**src/rtl/univ_shift_reg.sv**
```systemverilog
// Width-generic universal shift register with a counted, handshaked multi-step shift.
// Optional build macro USR_SERIAL_IN_EN: SRL/SLL take their fill bit from sin_r/sin_l instead of 0.
module univ_shift_reg #(
    parameter int WIDTH = 8,
    parameter int AMT_W = 4
) (
    input  logic             clk,
    input  logic             rst,
    input  logic             cmd_valid,
    output logic             cmd_ready,
    input  logic [2:0]       op,
    input  logic [AMT_W-1:0] amt,
    input  logic [WIDTH-1:0] din,
    input  logic             sin_r,
    input  logic             sin_l,
    output logic [WIDTH-1:0] q,
    output logic             sout_r,
    output logic             sout_l,
    output logic             busy,
    output logic             done
);

    localparam logic [2:0] OP_NOP   = 3'b000;
    localparam logic [2:0] OP_SRL   = 3'b001;
    localparam logic [2:0] OP_SLL   = 3'b010;
    localparam logic [2:0] OP_LOAD  = 3'b011;
    localparam logic [2:0] OP_ROR   = 3'b100;
    localparam logic [2:0] OP_ROL   = 3'b101;
    localparam logic [2:0] OP_SRA   = 3'b110;
    localparam logic [2:0] OP_CLEAR = 3'b111;

    typedef enum logic {
        S_IDLE  = 1'b0,
        S_SHIFT = 1'b1
    } state_e;

    state_e           r_state, w_state_nxt;
    logic [WIDTH-1:0] r_q, w_q_nxt;
    logic [AMT_W-1:0] r_cnt, w_cnt_nxt;
    logic [2:0]       r_op, w_op_nxt;
    logic             r_done, w_done_nxt;
    logic             w_fill_r;
    logic             w_fill_l;

`ifdef USR_SERIAL_IN_EN
    assign w_fill_r = sin_r;
    assign w_fill_l = sin_l;
`else
    logic w_unused_sin;
    assign w_unused_sin = sin_r ^ sin_l;
    assign w_fill_r     = 1'b0;
    assign w_fill_l     = 1'b0;
`endif

    function automatic logic f_is_shift(input logic [2:0] f_op);
        return (f_op == OP_SRL) || (f_op == OP_SLL) || (f_op == OP_ROR) ||
               (f_op == OP_ROL) || (f_op == OP_SRA);
    endfunction

    // One single-bit step of the given shift/rotate op.
    function automatic logic [WIDTH-1:0] f_step(input logic [2:0]       f_op,
                                                input logic [WIDTH-1:0] f_q,
                                                input logic             f_fr,
                                                input logic             f_fl);
        logic [WIDTH-1:0] v;
        v = f_q;
        case (f_op)
            OP_SRL:  v = {f_fr, f_q[WIDTH-1:1]};
            OP_SLL:  v = {f_q[WIDTH-2:0], f_fl};
            OP_ROR:  v = {f_q[0], f_q[WIDTH-1:1]};
            OP_ROL:  v = {f_q[WIDTH-2:0], f_q[WIDTH-1]};
            OP_SRA:  v = {f_q[WIDTH-1], f_q[WIDTH-1:1]};
            default: v = f_q;
        endcase
        return v;
    endfunction

    always_ff @(posedge clk or posedge rst) begin
        if (rst) begin
            r_state <= S_IDLE;
            r_q     <= '0;
            r_cnt   <= '0;
            r_op    <= OP_NOP;
            r_done  <= 1'b0;
        end else begin
            r_state <= w_state_nxt;
            r_q     <= w_q_nxt;
            r_cnt   <= w_cnt_nxt;
            r_op    <= w_op_nxt;
            r_done  <= w_done_nxt;
        end
    end

    always_comb begin
        w_state_nxt = r_state;
        w_q_nxt     = r_q;
        w_cnt_nxt   = r_cnt;
        w_op_nxt    = r_op;
        w_done_nxt  = 1'b0;
        case (r_state)
            S_IDLE: begin
                if (cmd_valid) begin
                    if (f_is_shift(op)) begin
                        if (amt == '0) begin
                            w_done_nxt = 1'b1;
                        end else begin
                            // First step happens on the accept edge itself.
                            w_q_nxt   = f_step(op, r_q, w_fill_r, w_fill_l);
                            w_op_nxt  = op;
                            w_cnt_nxt = amt - AMT_W'(1);
                            if (amt == AMT_W'(1)) begin
                                w_done_nxt = 1'b1;
                            end else begin
                                w_state_nxt = S_SHIFT;
                            end
                        end
                    end else begin
                        case (op)
                            OP_LOAD:  w_q_nxt = din;
                            OP_CLEAR: w_q_nxt = '0;
                            default:  w_q_nxt = r_q;
                        endcase
                        w_done_nxt = 1'b1;
                    end
                end
            end
            S_SHIFT: begin
                w_q_nxt   = f_step(r_op, r_q, w_fill_r, w_fill_l);
                w_cnt_nxt = r_cnt - AMT_W'(1);
                if (r_cnt == AMT_W'(1)) begin
                    w_state_nxt = S_IDLE;
                    w_done_nxt  = 1'b1;
                end
            end
            default: w_state_nxt = S_IDLE;
        endcase
    end

    assign q         = r_q;
    assign busy      = (r_state == S_SHIFT);
    assign done      = r_done;
    assign cmd_ready = ~busy;
    assign sout_r    = r_q[0];
    assign sout_l    = r_q[WIDTH-1];

endmodule

```
**config.mk**
```make
export PLATFORM = sky130hd
export DESIGN_NAME = univ_shift_reg
export DESIGN_NICKNAME = d
export VERILOG_FILES = /design/src/rtl/univ_shift_reg.sv
export SDC_FILE = /design/constraint.sdc
export NUM_CORES = 1
export LEC_CHECK = 0
export ABC_AREA = 0
export BUFFER_PORTS_ARGS = -buffer_cell sky130_fd_sc_hd__buf_2
export CAP_MARGIN = 0
export CORE_UTILIZATION = 40
export DETAILED_ROUTE_END_ITERATION = 7
export SYNTH_ARGS = -nofsm -noshare
export SYNTH_HDL_FRONTEND = slang
export SYNTH_SLANG_ARGS = --single-unit
```
**constraint.sdc**
```tcl
create_clock -name clk -period 1.95 [get_ports clk]
set_input_delay 0.0975 -clock clk [delete_from_list [all_inputs] [get_ports clk]]
set_output_delay 0.0975 -clock clk [all_outputs]
set_load 0.1 [all_outputs]
```
Yosys cells after proc, flatten, opt, wreduce, memory -nomap -nowiden
Index checks and enable logic that the tools add are counted.
{"block": "totals", "reg_bits": 17, "inputBits": 20, "output_inout_bits": 13, "word_cells": 67}
{"block": "classes", "n_addsub": 2, "eq_ne": 25, "n_mux": 23, "bitwise_logic": 2, "reduce_logical": 9}
{"operator": "$pmux 8 s5", "n": 2}
{"operator": "$pmux 8 s2", "n": 2}
{"operator": "$mux 8", "n": 3}
{"operator": "$eq 3x3->1 const B", "n": 7}
{"operator": "$mux 4", "n": 3}
{"operator": "$mux 1", "n": 10}
{"operator": "$eq 3x2->1 const B", "n": 3}
{"operator": "$eq 4x1->1 const B", "n": 2}
{"operator": "$pmux 4 s2", "n": 1}
{"operator": "$sub 4x1->4 const B", "n": 2}
{"operator": "$ne 7x7->1 const B", "n": 1}
{"operator": "$reduce_and 7->1", "n": 1}
{"operator": "$eq 3x1->1 const B", "n": 2}
{"operator": "$ne 2x2->1 const B", "n": 3}
{"operator": "$ne 3x3->1 const B", "n": 2}
{"operator": "$ne 6x1->1 const B", "n": 1}
{"operator": "$ne 6x6->1 const B", "n": 1}
{"operator": "$ne 5x1->1 const B", "n": 1}
{"operator": "$reduce_and 5->1", "n": 1}
{"operator": "$logic_not 4->1", "n": 1}
{"operator": "$logic_or 1x1->1", "n": 4}
{"operator": "$ne 4x1->1 const B", "n": 1}
{"operator": "$pmux 1 s2", "n": 2}
{"operator": "$reduce_and 4->1", "n": 1}
{"operator": "3 further kinds", "n": 4}

Depth between registers and ports, before layout
Gate-level depths: netlist of the first run.
{"block": "logic_depth", "ltp_word": 8, "depth_mapped": 7}

Least setup slack after synthesis of the first run
No wires, ideal clock.
{"block": "synth_timing", "path_type": "flip-flop to flip-flop", "startpoint": "register r_state, in the netlist busy", "endpoint": "register r_q[1], in the netlist q[1]", "setup_time_ns": 0.132, "arrival_ns": 2.179, "required_ns": 1.818, "path_slack_ns": -0.361, "path_stages_with_launch": 7, "n_path_buf": 2, "path_cell_list": "dfrtp_1 buf_6 inv_1 buf_2 nand3_1 a32oi_1 a31oi_2"}
{"block": "synth_via", "elab_chain_len": 3}
{"element": "start, declared", "line": "37", "rtl": "state_e r_state, w_state_nxt;"}
{"element": "start signal, assigned", "line": "86", "rtl": "r_state <= w_state_nxt;"}
{"element": "$not 1->1 (*)"}
{"element": "via cmd_ready", "line": "10", "rtl": "output logic cmd_ready,"}
{"element": "$ne 7x7->1 (no source line), or another cell as far along"}
{"element": "$reduce_and 5->1 (no source line)"}
{"element": "end signal, assigned", "line": "87", "rtl": "r_q <= w_q_nxt;"}
{"element": "end, declared", "line": "38", "rtl": "logic [WIDTH-1:0] r_q, w_q_nxt;"}
The timed path passes the listed nets; every way through them passes the cells marked *.
A chain may end at the register's enable or synchronous reset.

Worst setup path in the final report of the first run
{"block": "layout_timing", "startpoint": "register r_state, in the netlist busy", "endpoint": "register r_q[2], in the netlist q[2]"}
{"block": "layout_via", "elab_chain_len": 3}
{"element": "$not 1->1"}
{"element": "$ne 7x7->1 (no source line), or another cell as far along"}
{"element": "$reduce_and 5->1 (no source line)"}
Parallel ways exist; a longest one is shown, timed or not.

==> metrics.yaml, run 1 <==
synth_cells: 166
num_antenna_cells: 0
grt_pass1_wl_mm: 6.023
finalClockSkew_ns: 0.004844
synthTopCellsByCount: "dfrtp_1, nor3_1, o21ai_0, nand2_1, a21oi_1"
path_clk_slew_ns: 0.07
crit_chain: "nand2b_4 -> nor4b_4 -> or2_1 -> a41oi_2"
slowest_stage: "dfrtp_2"
syn_to_final_growth_pct: 15.74
htreeDepth: 1
tritoncts: "yes"
synth_area_leaders: "dfrtp_1, nor3_1, a31oi_2"
dpl.hpwl_mm: 2.775
grt_max_degree: 18
setup-violations-final: 0
status: "finished clean"
drc: 0
cts_root_buffer: "clkbuf_8"
startpoint: "busy$_DFF_PP0_"
pin_count: 33
drt_wl_total_mm: 3.619
min_period_ns: 1.724
cts_num_sinks: 17
slew_violations: 0
tns_ns: 0
port_buffers: 30
maxCapViolCount: 0
slew_headroom: 0.5534
seq_area_frac_synth: 0.2817
async_flop_share: 1.000
r2r_cells: 4
antenna_left: 0
fin_cells: 243
rsz0062_at_grt: "no"
core_area_mm2: 0.003468
timing.final.crit_share: 0.8843
overflow: 0
synth_area_per_cell_um2: 9.098
synth_ff_type: "dfrtp_1"
slowest_delay_ns: 0.47
synth_cell_types: 49
cp_data_arrival_time_ns: 1.84
final_hold_viol_count: 0
synth_top_area_frac: 0.2817
yosysTopAreaCell: "dfrtp_1"
post_drt_via_cell_ratio: 5.630
num_vias: 1368
critPathCapture: "q[2]$_DFFE_PP0P_"
final_nets: 222
cp-start-kind: "flip-flop"
die_w_um: 63.45
wire_per_inst_um: 14.89
yosysMostFrequentCell: "dfrtp_1"
die_y_um: 63.45
synth_seq_cells: 17
fin_util: 0.5040
synth_nets: 190
drt_iter0_drc: 68
ys.warnings.count: 0
tightest_slew_ns: 0.6692
grt_pass1_vias: 1269
clockBufferDepth: 2
rows: 21
dp.cells: 238
floorplan.initialDensity: 0.4354
fmax_mhz: 579.9
rr_startpoint: "busy$_DFF_PP0_"
end_kind: "flip-flop"
critical_path_class: "reg -> reg"
floorplan.die_area_mm2: 0.004025
grt_usage: 0.1950
place_congestion: 0.8421
hold_path_class: "in -> reg"
rrSetupSlack_ns: 0.23
first_pass_iters: 4
antenna_found_initial: 0
worst-path-max-fanout: 8
layout-drive-gt1-share: 0.3249
synth_area_mm2: 0.001510
clock_latency_ns: 0.26
cts_buffers: 3
synth_edf_count: 0
regToRegEndpoint: "q[2]$_DFFE_PP0P_"
required_ns: 2.07
-- stage by stage --
stage | hold slack, ns | area, µm² | worst slack, ns
2_1_floorplan | 0.02350 | 1514 | 0.03428
3_3_place_gp | 0.2272 | 1692 | 0.2316
3_5_place_dp | 0.2307 | 1692 | 0.2003
4_1_cts | 0.1624 | 1748 | 0.2420
5_1_grt | 0.1759 | 1748 | 0.1710
6_report | 0.1634 | 1748 | 0.2257
-- routing by layer --
layer | share of wire | vias to the layer above | wire, µm | global-route usage
li1 | - | 675 | - | -
met1 | 0.49 | 650 | 1771 | 0.2556
met2 | 0.44 | 38 | 1610 | 0.3138
met3 | 0.053 | 5 | 193 | 0.04710
met4 | 0.012 | 0 | 43 | 0.05966
met5 | 0 | - | 0 | 0
-- kinds of logic after synthesis --
kind of cell | share of synthesized area
flip-flops | 0.2817
AND/OR/NAND/NOR | 0.3016
multiplexers | 0.04308
buffers and inverters | 0.08037
XOR/XNOR | 0.02900
adder cells (fa/ha/maj) | 0.03314
AO/OA/AOI/OAI | 0.2312
-- placed cells by master, fill, tap and decap left out, types with 5 or more instances in the layout --
cell	instances
a21oi_1	8
a31oi_2	5
buf_2	30
buf_4	9
dfrtp_1	16
inv_1	7
nand2_1	10
nand2b_1	5
nand3_1	6
nor2_1	5
nor3_1	13
o21ai_0	12
xor2_1	5
-- cell type report --
cell class | count | area, µm²
Clock buffer | 3 | 41.29
Inverter | 7 | 26.28
Sequential cell | 17 | 426.7
Clock inverter | 1 | 5.005
Fill cell | 343 | 1720
Tap cell | 46 | 57.56
Timing Repair Buffer | 40 | 227.7
Multi-Input combinational cell | 129 | 963.4
-- flip-flops by register name (all words and copies together) (netlist names) --
register,flops
q,8
r_cnt,4
busy,1
done,1
r_op,3
-- worst min path at each step --
stage	start	slack, ns	depth (start not counted)	endpoint
2_1_floorplan	rst	0.02	1	done$_DFF_PP0_
3_3_place_gp	rst	0.23	2	done$_DFF_PP0_
3_5_place_dp	rst	0.23	2	q[1]$_DFFE_PP0P_
4_1_cts	din[6]	0.16	3	q[6]$_DFFE_PP0P_
5_1_grt	din[6]	0.18	3	q[6]$_DFFE_PP0P_
6_report	din[6]	0.16	3	q[6]$_DFFE_PP0P_
-- repair_timing --
item,in CTS,in global routing
resized for setup,0,0
endpoints found under the hold margin,17,0
hold buffers,1,0
buffers inserted,0,0
-- critical path: cells and delay by family, from the launching register on --
kind,cells,cell delay [ns]
flip-flops,1,0.47
AND/OR/NAND/NOR,3,0.96
AO/OA/AOI/OAI,1,0.15
Power of run 1 is not shown: default switching activity piles up to over one toggle a cycle in this logic, so the estimate is an artifact.
==> inputs of run 2 (changes only) <==
Settings changed: CAP_MARGIN 0 to 40, RECOVER_POWER set to 25.
Clock period 1.95 ns to 1.7 ns, I/O delays scaled along.
==> run 2 against run 1 <==
Against the previous run:
- design area grew 3.5%
- flip-flop and latch count stayed put
- sequential share of layout area is 0.48 points lower
- cell count up 1.2%
- clock skew shrank 0.0012 ns
- maximum frequency grew 6.3%
- core utilization up 1.8 points
- hold slack worse by 0.032 ns
- critical endpoint is now q[3]$_DFFE_PP0P_
- die area stayed put
- routed wire length grew 5.7%
- non-clock buffer count is 3 higher
- critical path depth increased by 1
==> metrics.yaml, run 2 (synthesis gave the netlist of run 1 again) <==
status: "finished clean"
required_ns: 1.87  # -0.20 ns
num_vias: 1420  # +3.8%
port_buffers: 30  # unchanged
clockBufferDepth: 2  # unchanged
tritoncts: "yes"
startpoint: "r_op[2]$_DFFE_PP0P_"
hold_path_class: "in -> reg"
floorplan.die_area_mm2: 0.004025  # unchanged
grt_usage: 0.2104  # +0.01537
setup_slack_ns: 0.07854  # -0.1472 ns
cp-start-kind: "flip-flop"
final_nets: 225  # +1.4%
layout-drive-gt1-share: 0.3550  # +0.03013
layout_common_cells: "buf_2, dfrtp_1, o21ai_0, nor3_1, buf_4"
grt_pass1_wl_mm: 6.617  # +9.9%
post_drt_via_cell_ratio: 5.772  # +2.5%
tightest_slew_ns: 0.6722  # +0.002975 ns
fmax_mhz: 616.7  # +6.3%
first_pass_iters: 4  # unchanged
path_clk_slew_ns: 0.07  # about the same
rsz0062_at_grt: "no"
antenna_found_initial: 0  # unchanged
maxCapViolCount: 0  # unchanged
largest_register_ffs: 8  # unchanged
rr_startpoint: "r_op[2]$_DFFE_PP0P_"
num_antenna_cells: 0  # unchanged
worst-path-max-fanout: 7  # -1
drc: 0  # unchanged
pin_count: 33  # unchanged
cts_num_sinks: 17  # unchanged
drt_iter0_drc: 67  # -1.5%
final_hold_viol_count: 0  # unchanged
end_kind: "flip-flop"
htreeDepth: 1  # unchanged
wire_per_inst_um: 15.55  # +4.4%
core_area_mm2: 0.003468  # unchanged
floorplan.initialDensity: 0.4354  # unchanged
cp_data_arrival_time_ns: 1.79  # -0.05 ns
r2r_cells: 5  # +1
grt_max_degree: 18  # unchanged
regToRegEndpoint: "q[3]$_DFFE_PP0P_"
die_w_um: 63.45  # unchanged
grt_pass1_vias: 1433  # +13%
timing.final.crit_share: 0.9538  # +0.06955
overflow: 0  # unchanged
cts_root_buffer: "clkbuf_8"
antenna_left: 0  # unchanged
syn_to_final_growth_pct: 19.80
dpl.hpwl_mm: 2.955  # +6.5%
min_period_ns: 1.621  # -0.1028 ns
finalClockSkew_ns: 0.003633  # -0.001210 ns
place_ws_ns: 0.05648  # -0.1439 ns
die_y_um: 63.45  # unchanged
num-fill-cells: 344  # +0.29%
clock_latency_ns: 0.25  # about the same
rrSetupSlack_ns: 0.08  # -0.15 ns
drt_wl_total_mm: 3.826  # +5.7%
final_common_cell: "buf_2"
rows: 21  # unchanged
setup-violations-final: 0  # unchanged
cts_setup_buffers: 0  # unchanged
slew_violations: 0  # unchanged
place_congestion: 0.8834  # +4.9%
slew_headroom: 0.5514  # -0.001986
critical_path_class: "reg -> reg"
cts_buffers: 3  # unchanged
critPathCapture: "q[3]$_DFFE_PP0P_"
## run 2: cell count changes in the layout (fill, tap and decap cells not counted), sizes merged
cell  before  now
buf       39   42
## run 2: timing repair
item / 4_1_cts / 5_1_grt
resized for setup: 0 / 1
hold buffers: 1 / 0
hold endpoints to repair: 17 / 0
endpoints found under the setup margin: 0 / 3
## run 2: worst min path at each step
stage	to	startpoint	slack, ns	depth (start not counted)
2_1_floorplan	busy$_DFF_PP0_	rst	0.01	1
3_3_place_gp	done$_DFF_PP0_	rst	0.21	2
3_5_place_dp	done$_DFF_PP0_	rst	0.22	2
4_1_cts	q[6]$_DFFE_PP0P_	din[6]	0.13	3
5_1_grt	q[6]$_DFFE_PP0P_	din[6]	0.13	3
6_report	q[6]$_DFFE_PP0P_	din[6]	0.13	3
## run 2: final cells by class
cell class / instances / area (µm²) / area share
multi-input cells: 129 / 968.4 / 0.5353
clock inverters: 1 / 5.005 / 0.002766
inverters: 7 / 26.28 / 0.01452
well taps: 46 / 57.56 / 0.03181
repair buffers: 43 / 277.8 / 0.1535
clock buffers: 3 / 41.29 / 0.02282
flip-flops and latches: 17 / 432.9 / 0.2393
## run 2: critical path, cell delays in order, from the launching register on
cell,delay [ns]
dfrtp_1,0.38
or3_1,0.39
and3_1,0.19
or2_1,0.26
buf_12,0.15
a31oi_2,0.17
## run 2: layer usage
layer  routed length, µm  share of wire  GRT usage  up-vias
met2                1777           0.46     0.3484       52
met3                 205          0.054    0.01630       10
met1                1777           0.46     0.2788      679
met4                  65          0.017    0.09091        0
met5                   0              0          0        -
li1                    -              -          -      679
## run 2: per-stage QoR
step,area [µm²],instances,hold WS [ns],TNS [ns],util
5_1_grt,1809,246,0.1332,0,0.5216
4_1_cts,1804,246,0.1264,0,0.5202
3_5_place_dp,1748,241,0.2219,0,0.5040
6_report,1809,246,0.1315,0,0.5216
2_1_floorplan,1524,166,0.01088,-0.8182,-
3_3_place_gp,1748,241,0.2149,0,0.5040
Power of run 2 is left out for the same reason.
==> inputs of run 3 (changes only) <==
Clock period 1.7 ns to 1.8 ns, I/O delays scaled along.
==> run 3 against run 2 <==
Against the previous run:
- hold slack better by 0.030 ns
- non-clock buffer count is 3 lower
- clock-buffer cell count is 1 higher
- core utilization is 0.83 points lower
- cell count is 1.2% lower
- setup slack better by 0.12 ns
- sequential share of layout area is 0.39 points higher
- via count is 2.0% lower
- design area is 1.6% lower
- clock skew hardly changed
- critical endpoint is now q[6]$_DFFE_PP0P_
- largest cell class unchanged
==> metrics.yaml, run 3 (synthesis gave the netlist of run 1 again) <==
end_kind: "flip-flop"
holdWs_ns: 0.1614  # +0.02989 ns
largest_register_ffs: 8  # unchanged
maxCapViolCount: 0  # unchanged
place_congestion: 0.8547  # -3.2%
postLayoutCellArea_mm2: 0.001780  # -1.6%
floorplan.initialDensity: 0.4354  # unchanged
num-fill-cells: 343  # -0.29%
place_ws_ns: 0.07049  # +0.01401 ns
fmax_mhz: 625.0  # +1.3%
hp-start: "din[1]"
tns_ns: 0  # unchanged
status: "finished clean"
floorplan.die_area_mm2: 0.004025  # unchanged
r2r_cells: 5  # unchanged
setup_slack_ns: 0.2000  # +0.1215 ns
regToRegEndpoint: "q[6]$_DFFE_PP0P_"
core_area_mm2: 0.003468  # unchanged
rsz0062_at_grt: "no"
dpl.hpwl_mm: 2.897  # -2.0%
grt_max_degree: 18  # unchanged
final_common_cell: "buf_2"
tritoncts: "yes"
cts_buffers: 3  # unchanged
path_clk_slew_ns: 0.07  # about the same
rr_startpoint: "r_op[2]$_DFFE_PP0P_"
first_pass_iters: 4  # unchanged
required_ns: 1.97  # +0.10 ns
hold_path_class: "in -> reg"
grt_pass1_wl_mm: 6.375  # -3.7%
post_cts_resized: 0  # unchanged
worst-path-max-fanout: 10  # +3
overflow: 0  # unchanged
multi_input_area_um2: 963.4  # -0.52%
htreeDepth: 1  # unchanged
grt_pass1_vias: 1301  # -9.2%
critical_path_class: "reg -> reg"
final_hold_viol_count: 0  # unchanged
layout_common_cells: "buf_2, nor3_1, dfrtp_1"
holdPathStages: 3  # unchanged
post_drt_via_cell_ratio: 5.724  # -0.83%
drt_wl_total_mm: 3.799  # -0.71%
drt_iter0_drc: 94  # +40%
grt_usage: 0.2020  # -0.008420
min_period_ns: 1.600  # -0.02150 ns
drc: 0  # unchanged
min_to: "q[1]$_DFFE_PP0P_"
die_y_um: 63.45  # unchanged
layout-drive-gt1-share: 0.3350  # -0.01997
rrSetupSlack_ns: 0.20  # +0.12 ns
rows: 21  # unchanged
placed_area_mm2: 0.001725  # -1.3%
die_w_um: 63.45  # unchanged
finalClockSkew_ns: 0.003787  # +0.0001539 ns
wire_per_inst_um: 15.63  # +0.52%
antenna_left: 0  # unchanged
cp-start-kind: "flip-flop"
tightest_slew_ns: 0.6632  # -0.009003 ns
slew_headroom: 0.5574  # +0.006009
cts_root_buffer: "clkbuf_8"
clock_latency_ns: 0.25  # about the same
num_vias: 1391  # -2.0%
antenna_found_initial: 0  # unchanged
cts_setup_buffers: 0  # unchanged
pin_count: 33  # unchanged
seq_area_um2: 432.9  # unchanged
slew_violations: 0  # unchanged
cts_num_sinks: 17  # unchanged
timing.final.crit_share: 0.8889  # -0.06493
final_nets: 222  # -1.3%
cp_data_arrival_time_ns: 1.77  # -0.02 ns
port_buffers: 30  # unchanged
num_antenna_cells: 0  # unchanged
clockBufferDepth: 2  # unchanged
syn_to_final_growth_pct: 17.90
setup-violations-final: 0  # unchanged
-- run 3: changes by cell type in the layout (fill, tap and decap cells not counted), sizes merged --
cell	previous run	this run
clkbuf	3	4
buf	42	39
clkinv	1	0
-- run 3: what timing repair did --
action,4_1_cts,5_1_grt
hold endpoints to repair,17,0
hold buffers,1,0
setup endpoints to repair,0,0
-- run 3: worst max path at each step --
stage / startpoint / to / slack [ns] / cells after the start
3_3_place_gp: amt[0] / r_op[1]$_DFFE_PP0P_ / 0.15 / 7
6_report: r_op[2]$_DFFE_PP0P_ / q[6]$_DFFE_PP0P_ / 0.20 / 5
2_1_floorplan: busy$_DFF_PP0_ / q[2]$_DFFE_PP0P_ / -0.01 / 6
3_5_place_dp: amt[0] / r_op[0]$_DFFE_PP0P_ / 0.07 / 7
5_1_grt: r_op[2]$_DFFE_PP0P_ / q[6]$_DFFE_PP0P_ / 0.11 / 5
4_1_cts: busy$_DFF_PP0_ / q[2]$_DFFE_PP0P_ / 0.21 / 5
-- run 3: layout make-up --
class	count	share of cell area
clock buffer	4	0.02530
inverter	7	0.01476
multi-input combinational	129	0.5411
sequential	17	0.2431
tap	46	0.03233
timing repair buffer	40	0.1434
-- run 3: per-stage QoR --
stage	std cells	utilization
6_report	243	0.5133
3_5_place_dp	238	0.4975
5_1_grt	243	0.5133
4_1_cts	243	0.5133
2_1_floorplan	166	-
3_3_place_gp	238	0.4975
-- run 3: per-layer routing --
| metal | wire length [µm] | part of all wire | track usage | vias up |
|---|---|---|---|---|
| met5 | 0 | 0 | 0 | - |
| met4 | 53 | 0.014 | 0.05966 | 0 |
| met3 | 234 | 0.062 | 0.01268 | 7 |
| met2 | 1729 | 0.46 | 0.3178 | 53 |
| met1 | 1782 | 0.47 | 0.2941 | 659 |
| li1 | - | - | - | 672 |
-- run 3: critical path, stage by stage (launching register included) --
cell     delay (ns)
dfrtp_1        0.37
buf_4          0.17
and3b_1        0.21
nor3_1         0.37
o21ai_0        0.20
a31oi_2        0.21
Power of run 3 is left out for the same reason.
